**src/rtl/sdram_pkg.sv**
```systemverilog
// Shared SDRAM types and widths used by the command-port scheduler and the controller.
package sdram_pkg;

  localparam int unsigned SDRAM_AW = 24;
  localparam int unsigned SDRAM_DW = 16;

  typedef enum logic [1:0] {
    IDLE,
    ISSUE,
    ACK
  } sched_state_t;

endpackage

```
**src/rtl/sdram_sched_rr_pick.sv**
```systemverilog
// Round-robin pick: first set request at or above ptr_i, wrapping back to RT.
module rr_pick #(
  parameter int N  = 4,
  parameter int RT = 1,
  parameter int IW = $clog2(N + 1)
) (
  input  logic [N-1:0]  req_i,
  input  logic [IW-1:0] ptr_i,
  output logic          valid_o,
  output logic [IW-1:0] idx_o
);

  // Lowest pending non-RT index is the wrap fallback; lowest at/above ptr_i overrides it.
  always_comb begin
    valid_o = 1'b0;
    idx_o   = '0;
    for (int i = N - 1; i >= 0; i--) begin
      if (i >= RT && req_i[i]) begin
        valid_o = 1'b1;
        idx_o   = IW'(i);
      end
    end
    for (int i = N - 1; i >= 0; i--) begin
      if (i >= RT && i >= int'(ptr_i) && req_i[i]) idx_o = IW'(i);
    end
  end

endmodule

```
**src/rtl/sdram_sched.sv**
```systemverilog
// Shares the SDRAM command port: fixed priority for the real-time class, round-robin
// with starvation override for the rest; the granted command is latched before issue.
module sdram_sched
  import sdram_pkg::*;
#(
  parameter int N      = 4,
  parameter int RT     = 1,
  parameter int STARVE = 8,
  parameter int AW     = int'(SDRAM_AW),
  parameter int DW     = int'(SDRAM_DW)
) (
  input  logic            clk,
  input  logic            reset,
  input  logic [N-1:0]    req,
  input  logic [N-1:0]    we,
  input  logic [N*AW-1:0] addr,
  input  logic [N*DW-1:0] data,
  output logic [N-1:0]    rdy,
  output logic [N-1:0]    sel,
  output logic            if_req,
  output logic            if_we,
  output logic [AW-1:0]   if_addr,
  output logic [DW-1:0]   if_data,
  input  logic            if_rdy,
  output logic            busy
);

  localparam int IW = $clog2(N + 1);

  sched_state_t  state_q, state_d;
  logic [IW-1:0] g_q, g_d;
  logic          we_q, we_d;
  logic [AW-1:0] addr_q, addr_d;
  logic [DW-1:0] data_q, data_d;
  logic [IW-1:0] rr_q, rr_d;
  logic [7:0]    starve_q, starve_d;

  logic          rr_valid;
  logic [IW-1:0] rr_idx;
  logic          rt_valid;
  logic [IW-1:0] rt_idx;
  logic          nrt_pend;
  logic          win_nrt;
  logic [IW-1:0] g_c;

  rr_pick #(.N(N), .RT(RT), .IW(IW)) u_rr_pick (
    .req_i  (req),
    .ptr_i  (rr_q),
    .valid_o(rr_valid),
    .idx_o  (rr_idx)
  );

  // Winner: starvation override, else lowest real-time index, else round-robin.
  always_comb begin
    rt_valid = 1'b0;
    rt_idx   = '0;
    nrt_pend = 1'b0;
    for (int i = N - 1; i >= 0; i--) begin
      if (i < RT && req[i]) begin
        rt_valid = 1'b1;
        rt_idx   = IW'(i);
      end
      if (i >= RT && req[i]) nrt_pend = 1'b1;
    end
    win_nrt = ((starve_q >= 8'(STARVE)) && rr_valid) || !rt_valid;
    g_c     = win_nrt ? rr_idx : rt_idx;
  end

  always_comb begin
    state_d  = state_q;
    g_d      = g_q;
    we_d     = we_q;
    addr_d   = addr_q;
    data_d   = data_q;
    rr_d     = rr_q;
    starve_d = starve_q;
    unique case (state_q)
      IDLE: begin
        if (|req) begin
          state_d = ISSUE;
          g_d     = g_c;
          for (int i = 0; i < N; i++) begin
            if (g_c == IW'(i)) begin
              we_d   = we[i];
              addr_d = addr[i*AW +: AW];
              data_d = data[i*DW +: DW];
            end
          end
          if (win_nrt) begin
            starve_d = '0;
            rr_d     = (int'(g_c) == N - 1) ? IW'(RT) : g_c + IW'(1);
          end else if (nrt_pend) begin
            if (starve_q != 8'hFF) starve_d = starve_q + 8'd1;
          end else begin
            starve_d = '0;
          end
        end else begin
          starve_d = '0;
        end
      end
      ISSUE:   if (if_rdy) state_d = ACK;
      ACK:     state_d = IDLE;
      default: state_d = IDLE;
    endcase
  end

  always_ff @(posedge clk) begin
    if (reset) begin
      state_q  <= IDLE;
      g_q      <= '0;
      we_q     <= 1'b0;
      addr_q   <= '0;
      data_q   <= '0;
      rr_q     <= IW'(RT);
      starve_q <= '0;
    end else begin
      state_q  <= state_d;
      g_q      <= g_d;
      we_q     <= we_d;
      addr_q   <= addr_d;
      data_q   <= data_d;
      rr_q     <= rr_d;
      starve_q <= starve_d;
    end
  end

  // Outputs decode only from state and latched registers.
  always_comb begin
    sel = '0;
    rdy = '0;
    for (int i = 0; i < N; i++) begin
      if (g_q == IW'(i)) begin
        sel[i] = (state_q != IDLE);
        rdy[i] = (state_q == ACK);
      end
    end
    if_req  = (state_q == ISSUE);
    if_we   = we_q;
    if_addr = addr_q;
    if_data = data_q;
    busy    = (state_q != IDLE);
  end

endmodule

```
**config.mk**
```make
export PLATFORM = sky130hd
export DESIGN_NAME = sdram_sched
export DESIGN_NICKNAME = d
export VERILOG_FILES = /design/src/rtl/sdram_pkg.sv /design/src/rtl/sdram_sched_rr_pick.sv /design/src/rtl/sdram_sched.sv
export SDC_FILE = /design/constraint.sdc
export NUM_CORES = 1
export LEC_CHECK = 0
export CAP_MARGIN = 40
export CORE_AREA = 2 2 101 103
export CTS_CLUSTER_DIAMETER = 60
export DETAILED_ROUTE_END_ITERATION = 6
export DIE_AREA = 0 0 103 105
export PLACE_DENSITY = 0.8
export SYNTH_ARGS = -nofsm -noshare
export SYNTH_HDL_FRONTEND = slang
export SYNTH_SLANG_ARGS = --single-unit
export TNS_END_PERCENT = 50
```
**constraint.sdc**
```tcl
create_clock -name clk -period 3.7 [get_ports clk]
set_clock_uncertainty 0.05 [all_clocks]
set_input_delay 1.11 -clock clk [delete_from_list [all_inputs] [get_ports clk]]
set_output_delay 1.11 -clock clk [all_outputs]
set_load 0.01 [all_outputs]
```
==> impl_results.md, run 1 <==
- Outcome: finished, final reports clean
- DIE WIDTH: 103 um
- Placer Congestion: 0.851
- Area contributors post-synth: dfxtp_1 33%, nand2_1 15%, mux2i_1 13%, a311oi_1 11%, nor2_1 7.0%
- CP Capture Point: if_addr[5]
- PwrDens: 310 nW/um^2
- Via density: 4.96
- Post-Synthesis Cell Area: 3340 um^2
- ANT nets after route: 0
- Clk pwr share: 0.196
- Primary FF master, synth: dfxtp_1
- Max Freq: 0.299 GHz
- Int Pwr: 1.24 mW
- Final Worst Setup Slack: 0.359 ns
- Rel. slew slack: 0.600
- Clock sinks: 55
- Number of synthesized flops with an enable pin: 0
- Leakage: 2.14 nW
- Syn_nets: 635
- DR iter-0 viols: 113
- Most frequent cell after synthesis: nand2_1
- N_diodes: 0
- Reg area: 1100 um^2
- Ys Warns: 0
- Top post-synthesis cells by count: 131 x nand2_1, 62 x nor2_1, 55 x dfxtp_1
- Comb power frac: 0.413
- Core ar.: 9640 um^2
- CTS resizes: 0
- Worst-Margin Slew: 0.601 ns
- P&R area growth vs syn: 73.8%
- Seq pwr share: 0.391
- Switch share: 0.310
- Final min period: 3.34 ns
- Filler cells: 896
- Async S/R FF share, synth: 0
- Final Hold Viols: 0
- Mean routed wirelength per cell: 14.2 um
- Post-Route WL: 11.3 mm
- WP data arrival: 3.49 ns
- Average cell area after synthesis: 7.25 um^2
- Largest net degree at the start of global routing: 49
- Vias: 3946
- R2R depth: 9
- Num ports: 222
- Global-route wire length before repair: 17.8 mm
- Number of buffers created by CTS: 5
- Pre-Repair DR Iteration Count: 4
- Die Y: 105 um
- Number of global-route vias before repair: 3786
- Deepest clock path buffer count: 2
- CP required: 3.85 ns
- Hold buffer count at cts: 0
- TritonCTS clock tree: done
- Max-slew violation total from the final report: 0
- Clock-pin slew on the worst setup and hold paths: 0.10 ns
- Root Buffer: clkbuf_8
- H-tree Lvls: 2
- Seq cells post-synth: 55
- Final core utilization: 0.602
- Design area: 5800 um^2
- P_sw: 558 uW
- Flop2flop setup slack: 1.10 ns
- Post-Syn Instances: 460
- FF-to-FF Start: starve_q[3]
- Initial antenna violation count: 0
- DRC: 0
- GRT Total Usage: 0.204
- Crit end category: flip-flop
- Initial Util: 0.346
- Post-synth top area cell: dfxtp_1
- Postcts setup bufs: 0
- Hpwl dp: 9.07 mm
- Share of layout cells above drive strength 1: 0.0422
- CP Max Fanout: 44
- Type of origin of the critical path: primary input
- DP Worst Slack: 0.100 ns
- Final-report setup violation count: 0
- Reg-to-Reg End: if_addr[5]
- Fin nets: 837
- Port bufs: 221
- Setup crit start: req[2]
- Die area: 10800 um^2
- CP Class: in -> reg
- Tcrit/Tclk final: 0.903
- Multi-input combinational cell area: 2070 um^2
- Placed cell area: 5700 um^2
- Maximum VDD drop: 0.173 mV
- Clock Latency Late Sink: 0.30 ns
- Yosys cell types: 35
- Sequential cell area fraction in the yosys report: 0.330
- Setup tns final: 0 ns
- Tot Pwr: 1.80 mW
- Total congestion overflow: 0
- Max_cap viols: 0
- HP Class: reg -> reg
- RSZ-0062 raised after global routing: no
- Share of the synthesized area in the top cell type: 0.330
- Num rows: 36
layout make-up:
class,count,share of cell area
sequential,55,0.190
timing repair buffer,233,0.405
clock inverter,2,0.00280
tap,133,0.0287
inverter,5,0.00324
multi-input combinational,362,0.357
clock buffer,6,0.0142
through the flow:
stage               cells  hold slack, ns
finish                796           0.444
global route          796           0.453
CTS                   796           0.441
detailed placement    788           0.426
global placement      788           0.408
floorplan             460           0.402
sequential cells by signal (all words and copies together), names as in the netlist:
name,flops
g_q,2
if_addr,24
if_data,16
if_we,1
rr_q,2
starve_q,8
state_q,2
routing by layer:
layer | track usage | share of wire | vias up
met4 | 0.0545 | 0.020 | 0
li1 | - | - | 1994
met3 | 0.0562 | 0.074 | 20
met1 | 0.232 | 0.39 | 1784
met2 | 0.365 | 0.52 | 148
met5 | 0 | 0 | -
power groups by stage:
| stage | logic, mW | registers (mW) | clock network (mW) |
|---|---|---|---|
| global placement | 0.731 | 0.715 | 0 |
| global route | 0.810 | 0.715 | 0.380 |
| detailed placement | 0.746 | 0.718 | 0 |
| floorplan | 0.301 | 0.746 | 0 |
| finish | 0.743 | 0.705 | 0.353 |
| CTS | 0.748 | 0.705 | 0.364 |
cell usage in the layout (no fill, tap or decap), types with 6 or more instances in the layout:
cell type | netlist | routed
a311oi_1 | 41 | 41
mux2i_1 | 43 | 43
dfxtp_1 | 55 | 55
clkbuf_8 | 0 | 6
nand2_1 | 131 | 131
o21ai_0 | 42 | 42
clkdlybuf4s50_1 | 0 | 220
nor2_1 | 62 | 62
nand2b_1 | 6 | 6
buf_4 | 0 | 8
cell families after synthesis:
family,synth area share
AND/OR/NAND/NOR,0.268
AO/OA/AOI/OAI,0.204
flip-flops,0.330
buffers and inverters,0.0517
multiplexers,0.129
adder cells (fa/ha/maj),0.0150
XOR/XNOR,0.00263
critical path, cell delays in order:
cell and delay, ns:
clkdlybuf4s50_1 0.54, a21boi_0 0.21, o21ai_0 0.13, nor2b_1 0.25
inv_1 0.08, ha_2 0.21, nor3_1 0.34, a31oi_4 0.16
buf_12 0.20, a311oi_1 0.24
how the worst min path moves through the flow:
stage	start	to	slack, ns	depth (start not counted)
4_1_cts	starve_q[7]	starve_q[7]	0.44	1
2_1_floorplan	starve_q[7]	starve_q[7]	0.40	1
3_3_place_gp	starve_q[7]	starve_q[7]	0.41	1
5_1_grt	starve_q[7]	starve_q[7]	0.45	1
3_5_place_dp	starve_q[7]	starve_q[7]	0.43	1
6_report	starve_q[7]	starve_q[7]	0.44	1
Note: power is estimated with default switching activity, not from simulation.
==> inputs of run 2 (changes only) <==
Clock period 3.7 ns to 3.2 ns, I/O delays scaled along.
==> run 2 against run 1 <==
Compared with the run above:
- combinational power up 18%
- worst setup slack worse by 0.19 ns
- sequential power up 16%
- core utilization up 0.70 points
- non-clock buffer count up 9
- sequential share of layout area down 0.22 points
- via count up 3.3%
- critical path depth unchanged
- wire length up 5.8%
- register-to-register slack worse by 0.33 ns
- final cell count up 1.1%
- die area unchanged
==> impl_results.md, run 2 (synthesis results as in run 1) <==
- Final core utilization: 0.609
- GRT Total Usage: 0.212
- WP data arrival: 3.19 ns
- Max-slew violation total from the final report: 0
- DIE WIDTH: 103 um
- N_diodes: 0
- Max Freq: 0.330 GHz
- Num rows: 36
- Setup tns final: 0 ns
- Number of buffers created by CTS: 5
- Initial Util: 0.346
- Outcome: finished, final reports clean
- Placer Congestion: 0.876
- PwrDens: 355 nW/um^2
- Final Hold Viols: 0
- Mean routed wirelength per cell: 14.8 um
- Seq pwr share: 0.392
- Rel. slew slack: 0.554
- HP Class: reg -> reg
- ANT nets after route: 0
- Final-report setup violation count: 0
- Switch share: 0.316
- Tcrit/Tclk final: 0.947
- Root Buffer: clkbuf_8
- RSZ-0062 raised after global routing: yes
- Crit end category: flip-flop
- Share of layout cells above drive strength 1: 0.0580
- Clock sinks: 55
- DP Worst Slack: -0.231 ns
- Leakage: 2.18 nW
- Post-Route WL: 12.0 mm
- Die Y: 105 um
- Int Pwr: 1.42 mW
- CP required: 3.36 ns
- Largest net degree at the start of global routing: 49
- P_sw: 657 uW
- Worst-Margin Slew: 0.669 ns
- Number of global-route vias before repair: 3925
- Clock Latency Late Sink: 0.30 ns
- Fin nets: 846
- Final min period: 3.03 ns
- Clk pwr share: 0.186
- Type of origin of the critical path: primary input
- P&R area growth vs syn: 75.9%
- Global-route wire length before repair: 18.5 mm
- Max_cap viols: 0
- Clock-pin slew on the worst setup and hold paths: 0.10 ns
- Filler cells: 863
- DR iter-0 viols: 163
- Final Worst Setup Slack: 0.169 ns
- Via density: 5.06
- CP Max Fanout: 34
- CP Class: in -> reg
- Maximum VDD drop: 0.203 mV
- H-tree Lvls: 2
- TritonCTS clock tree: done
- Max reg flops: 24
- Port bufs: 221
- Initial antenna violation count: 0
- Pre-Repair DR Iteration Count: 4
- Core ar.: 9640 um^2
- Die area: 10800 um^2
- Commonest non-fill, non-tap cell in the layout: clkdlybuf4s50_1
- Most frequent cells in the layout: 220 x clkdlybuf4s50_1, 131 x nand2_1, 62 x nor2_1, 55 x dfxtp_1, 43 x mux2i_1
- Deepest clock path buffer count: 2
- DRC: 0
- Num ports: 222
- Comb power frac: 0.421
- Hpwl dp: 9.48 mm
- Total congestion overflow: 0
- Vias: 4076
[run 2: final cells by class]
type	count	area, um^2	share of cell area
multi-input combinational	362	2080	0.354
sequential	55	1100	0.188
inverter	5	18.8	0.00320
clock buffer	5	68.8	0.0117
tap	133	166	0.0284
timing repair buffer	242	2410	0.411
clock inverter	3	20.0	0.00341
[run 2: per-layer routing]
| metal | track usage | wire [um] | up-vias |
|---|---|---|---|
| li1 | - | - | 2012 |
| met1 | 0.245 | 4680 | 1878 |
| met2 | 0.378 | 6170 | 164 |
| met3 | 0.0535 | 865 | 22 |
| met4 | 0.0602 | 237 | 0 |
| met5 | 0 | 0 | - |
[run 2: what timing repair did]
action / 4_1_cts / 5_1_grt
gates resized for setup: 0 / 5
setup endpoints to repair: 0 / 30
buffers inserted: 0 / 1
hold endpoints to repair: 0 / 0
hold buffers: 0 / 0
[run 2: worst max-delay path: stages]
cell and delay [ns]:
clkdlybuf4s50_1 0.48, a21boi_0 0.17, o21ai_0 0.14, nor2b_1 0.25, ha_2 0.29, buf_4 0.31, nand2_1 0.13, o21ai_0 0.10
nand2_1 0.07, a311oi_1 0.29
[run 2: path summary, 6_finish.rpt]
| kind | startpoint | end | slack [ns] | cells past startpoint |
|---|---|---|---|---|
| hold / removal | starve_q[7] | starve_q[7] | 0.44 | 1 |
| setup / recovery | req[2] | if_data[1] | 0.17 | 10 |
| hold reg to reg | starve_q[7] | starve_q[7] | 0.44 | 1 |
| setup reg to reg | starve_q[3] | if_data[1] | 0.77 | 10 |
[run 2: stage by stage]
step	area [um^2]	total power, mW	hold slack (ns)	instances
floorplan	3340	1.21	0.402	460
global placement	5750	1.68	0.409	796
detailed placement	5750	1.70	0.427	796
CTS	5840	2.09	0.441	804
global route	5870	2.20	0.455	805
finish	5870	2.08	0.436	805
[run 2: power by group through the flow]
stage | combinational (mW) | sequential (mW) | clock, mW
floorplan | 0.348 | 0.862 | 0
global placement | 0.850 | 0.828 | 0
detailed placement | 0.869 | 0.832 | 0
CTS | 0.873 | 0.817 | 0.396
global route | 0.950 | 0.827 | 0.420
finish | 0.876 | 0.816 | 0.388
==> inputs of run 3 (changes only) <==
Clock period 3.2 ns to 3.15 ns, I/O delays scaled along.
==> run 3 against run 2 <==
Compared with the run above:
- sequential share of layout area about the same
- combinational power is 2% higher
- via count fell by 0.39%
- non-clock buffer count is the same
- clock-buffer cell count unchanged
- worst setup slack hardly changed
- worst hold slack is essentially flat
==> impl_results.md, run 3 (synthesis results as in run 1) <==
- Placer Congestion: 0.876
- CP Max Fanout: 34
- Num rows: 36
- CP delay by family, top: buffers and inverters
- ANT nets after route: 0
- Worst-Margin Slew: 0.665 ns
- Max reg flops: 24
- Commonest non-fill, non-tap cell in the layout: clkdlybuf4s50_1
- Tcrit/Tclk final: 0.947
- Worst Path Buf+Inv: 2
- PwrDens: 360 nW/um^2
- Final Worst Setup Slack: 0.168 ns
- RSZ-0062 raised after global routing: yes
- Hold_sp: starve_q[7]
- Crit end category: flip-flop
- Global-route wire length before repair: 18.5 mm
- Most frequent cells in the layout: 220 x clkdlybuf4s50_1, 131 x nand2_1, 62 x nor2_1, 55 x dfxtp_1, 43 x mux2i_1
- GRT Total Usage: 0.212
- Setup crit start: req[2]
- Final-report setup violation count: 0
- Type of origin of the critical path: primary input
- WP data arrival: 3.14 ns
- R2R depth: 10
- DRC: 0
- Clock sinks: 55
- Max-slew violation total from the final report: 0
- Initial antenna violation count: 0
- Share of layout cells above drive strength 1: 0.0580
- Number of global-route vias before repair: 3925
- Hold buffer count at cts: 0
- Design area: 5870 um^2
- Rel. slew slack: 0.557
- Fin nets: 846
- CP Class: in -> reg
- Maximum VDD drop: 0.205 mV
- Flop2flop setup slack: 0.72 ns
- Hold path endpoint: starve_q[7]
- Clock-pin slew on the worst setup and hold paths: 0.10 ns
- Reg-to-Reg End: if_data[1]
- Vias: 4060
- Largest net degree at the start of global routing: 49
- Tot Pwr: 2.11 mW
- Die Y: 105 um
- Final min period: 2.98 ns
- N_diodes: 0
- Core ar.: 9640 um^2
- Outcome: finished, final reports clean
- Most common cell on crit path: nand2_1
- Slowest stage delay, CP: 0.48 ns
- Via density: 5.04
- Mean routed wirelength per cell: 14.8 um
- Max_cap viols: 0
- Pre-Repair DR Iteration Count: 4
- P&R area growth vs syn: 76.0%
- Number of buffers created by CTS: 5
- Num ports: 222
- Placed instance count: 796
- Leakage: 2.18 nW
- DP Worst Slack: -0.266 ns
- Deepest clock path buffer count: 2
- CP required: 3.31 ns
- Port bufs: 221
- HP Class: reg -> reg
- Initial Util: 0.346
- DR iter-0 viols: 152
- Hpwl dp: 9.48 mm
- Setup tns final: 0 ns
- Total congestion overflow: 0
- Die area: 10800 um^2
- Root Buffer: clkbuf_8
- Clock Latency Late Sink: 0.30 ns
- FF-to-FF Start: starve_q[3]
- CP Cell Sequence: clkdlybuf4s50_1, a21boi_0, o21ai_1, nor2b_1, ha_2, buf_4, nand2_1, o21ai_0, nand2_1, a311oi_1
- Post-Route WL: 12.0 mm
- Max Freq: 0.335 GHz
- Crit path max-delay cell type: clkdlybuf4s50_1
- DIE WIDTH: 103 um
- Final Hold Viols: 0
- Cells on Worst Hold Path: 1
- H-tree Lvls: 2
- Placed cell area: 5750 um^2
- TritonCTS clock tree: done
- Final Non-Filler Cells: 805
==> run 3: cell types whose count changed in the layout (fill, tap and decap cells not counted) <==
cell / change
buf_12: +1
buf_8: -1
o21ai_0: -1
o21ai_1: +1
==> run 3: layout make-up <==
class | count | area, um^2
Clock buffer | 5 | 68.8
Clock inverter | 3 | 20.0
Fill cell | 861 | 3770
Inverter | 5 | 18.8
Multi-Input combinational cell | 362 | 2080
Sequential cell | 55 | 1100
Tap cell | 133 | 166
Timing Repair Buffer | 242 | 2420
==> run 3: how the worst max path moves through the flow <==
stage,endpoint,slack [ns],depth (start not counted)
final,if_data[1],0.17,10
after global routing,if_data[1],-0.02,10
after CTS,if_addr[21],0.05,11
after detailed placement,if_addr[21],-0.27,11
after global placement,if_data[2],-0.13,10
after floorplan,if_addr[0],0.37,10
==> run 3: repair_timing <==
action,4_1_cts,5_1_grt
resized for setup,0,7
setup endpoints to repair,0,38
buffers inserted,0,1
==> run 3: routing by layer <==
metal | vias to the layer above | wire (um) | global-route usage
met3 | 22 | 899 | 0.0535
met2 | 161 | 6160 | 0.378
met1 | 1865 | 4650 | 0.245
met5 | - | 0 | 0
met4 | 0 | 240 | 0.0602
li1 | 2012 | - | -
==> run 3: worst reg2reg max path, delay by kind of cell (launching register included) <==
kind                       cells  cell delay [ns]
adders and majority gates      1             0.23
and+or+nand+nor                4             0.68
AOI/OAI and AO/OA              3             0.55
buffers and inverters          2             0.48
DFF                            1             0.36
==> run 3: metrics by stage <==
stage	util	hold slack (ns)
detailed placement	0.596	0.427
global route	0.609	0.455
global placement	0.596	0.409
CTS	0.606	0.441
floorplan	-	0.402
finish	0.609	0.436
==> run 3: where the power goes <==
group          internal [mW]  switching, mW
Sequential             0.781         0.0480
Combinational          0.511          0.381
Clock                  0.155          0.238
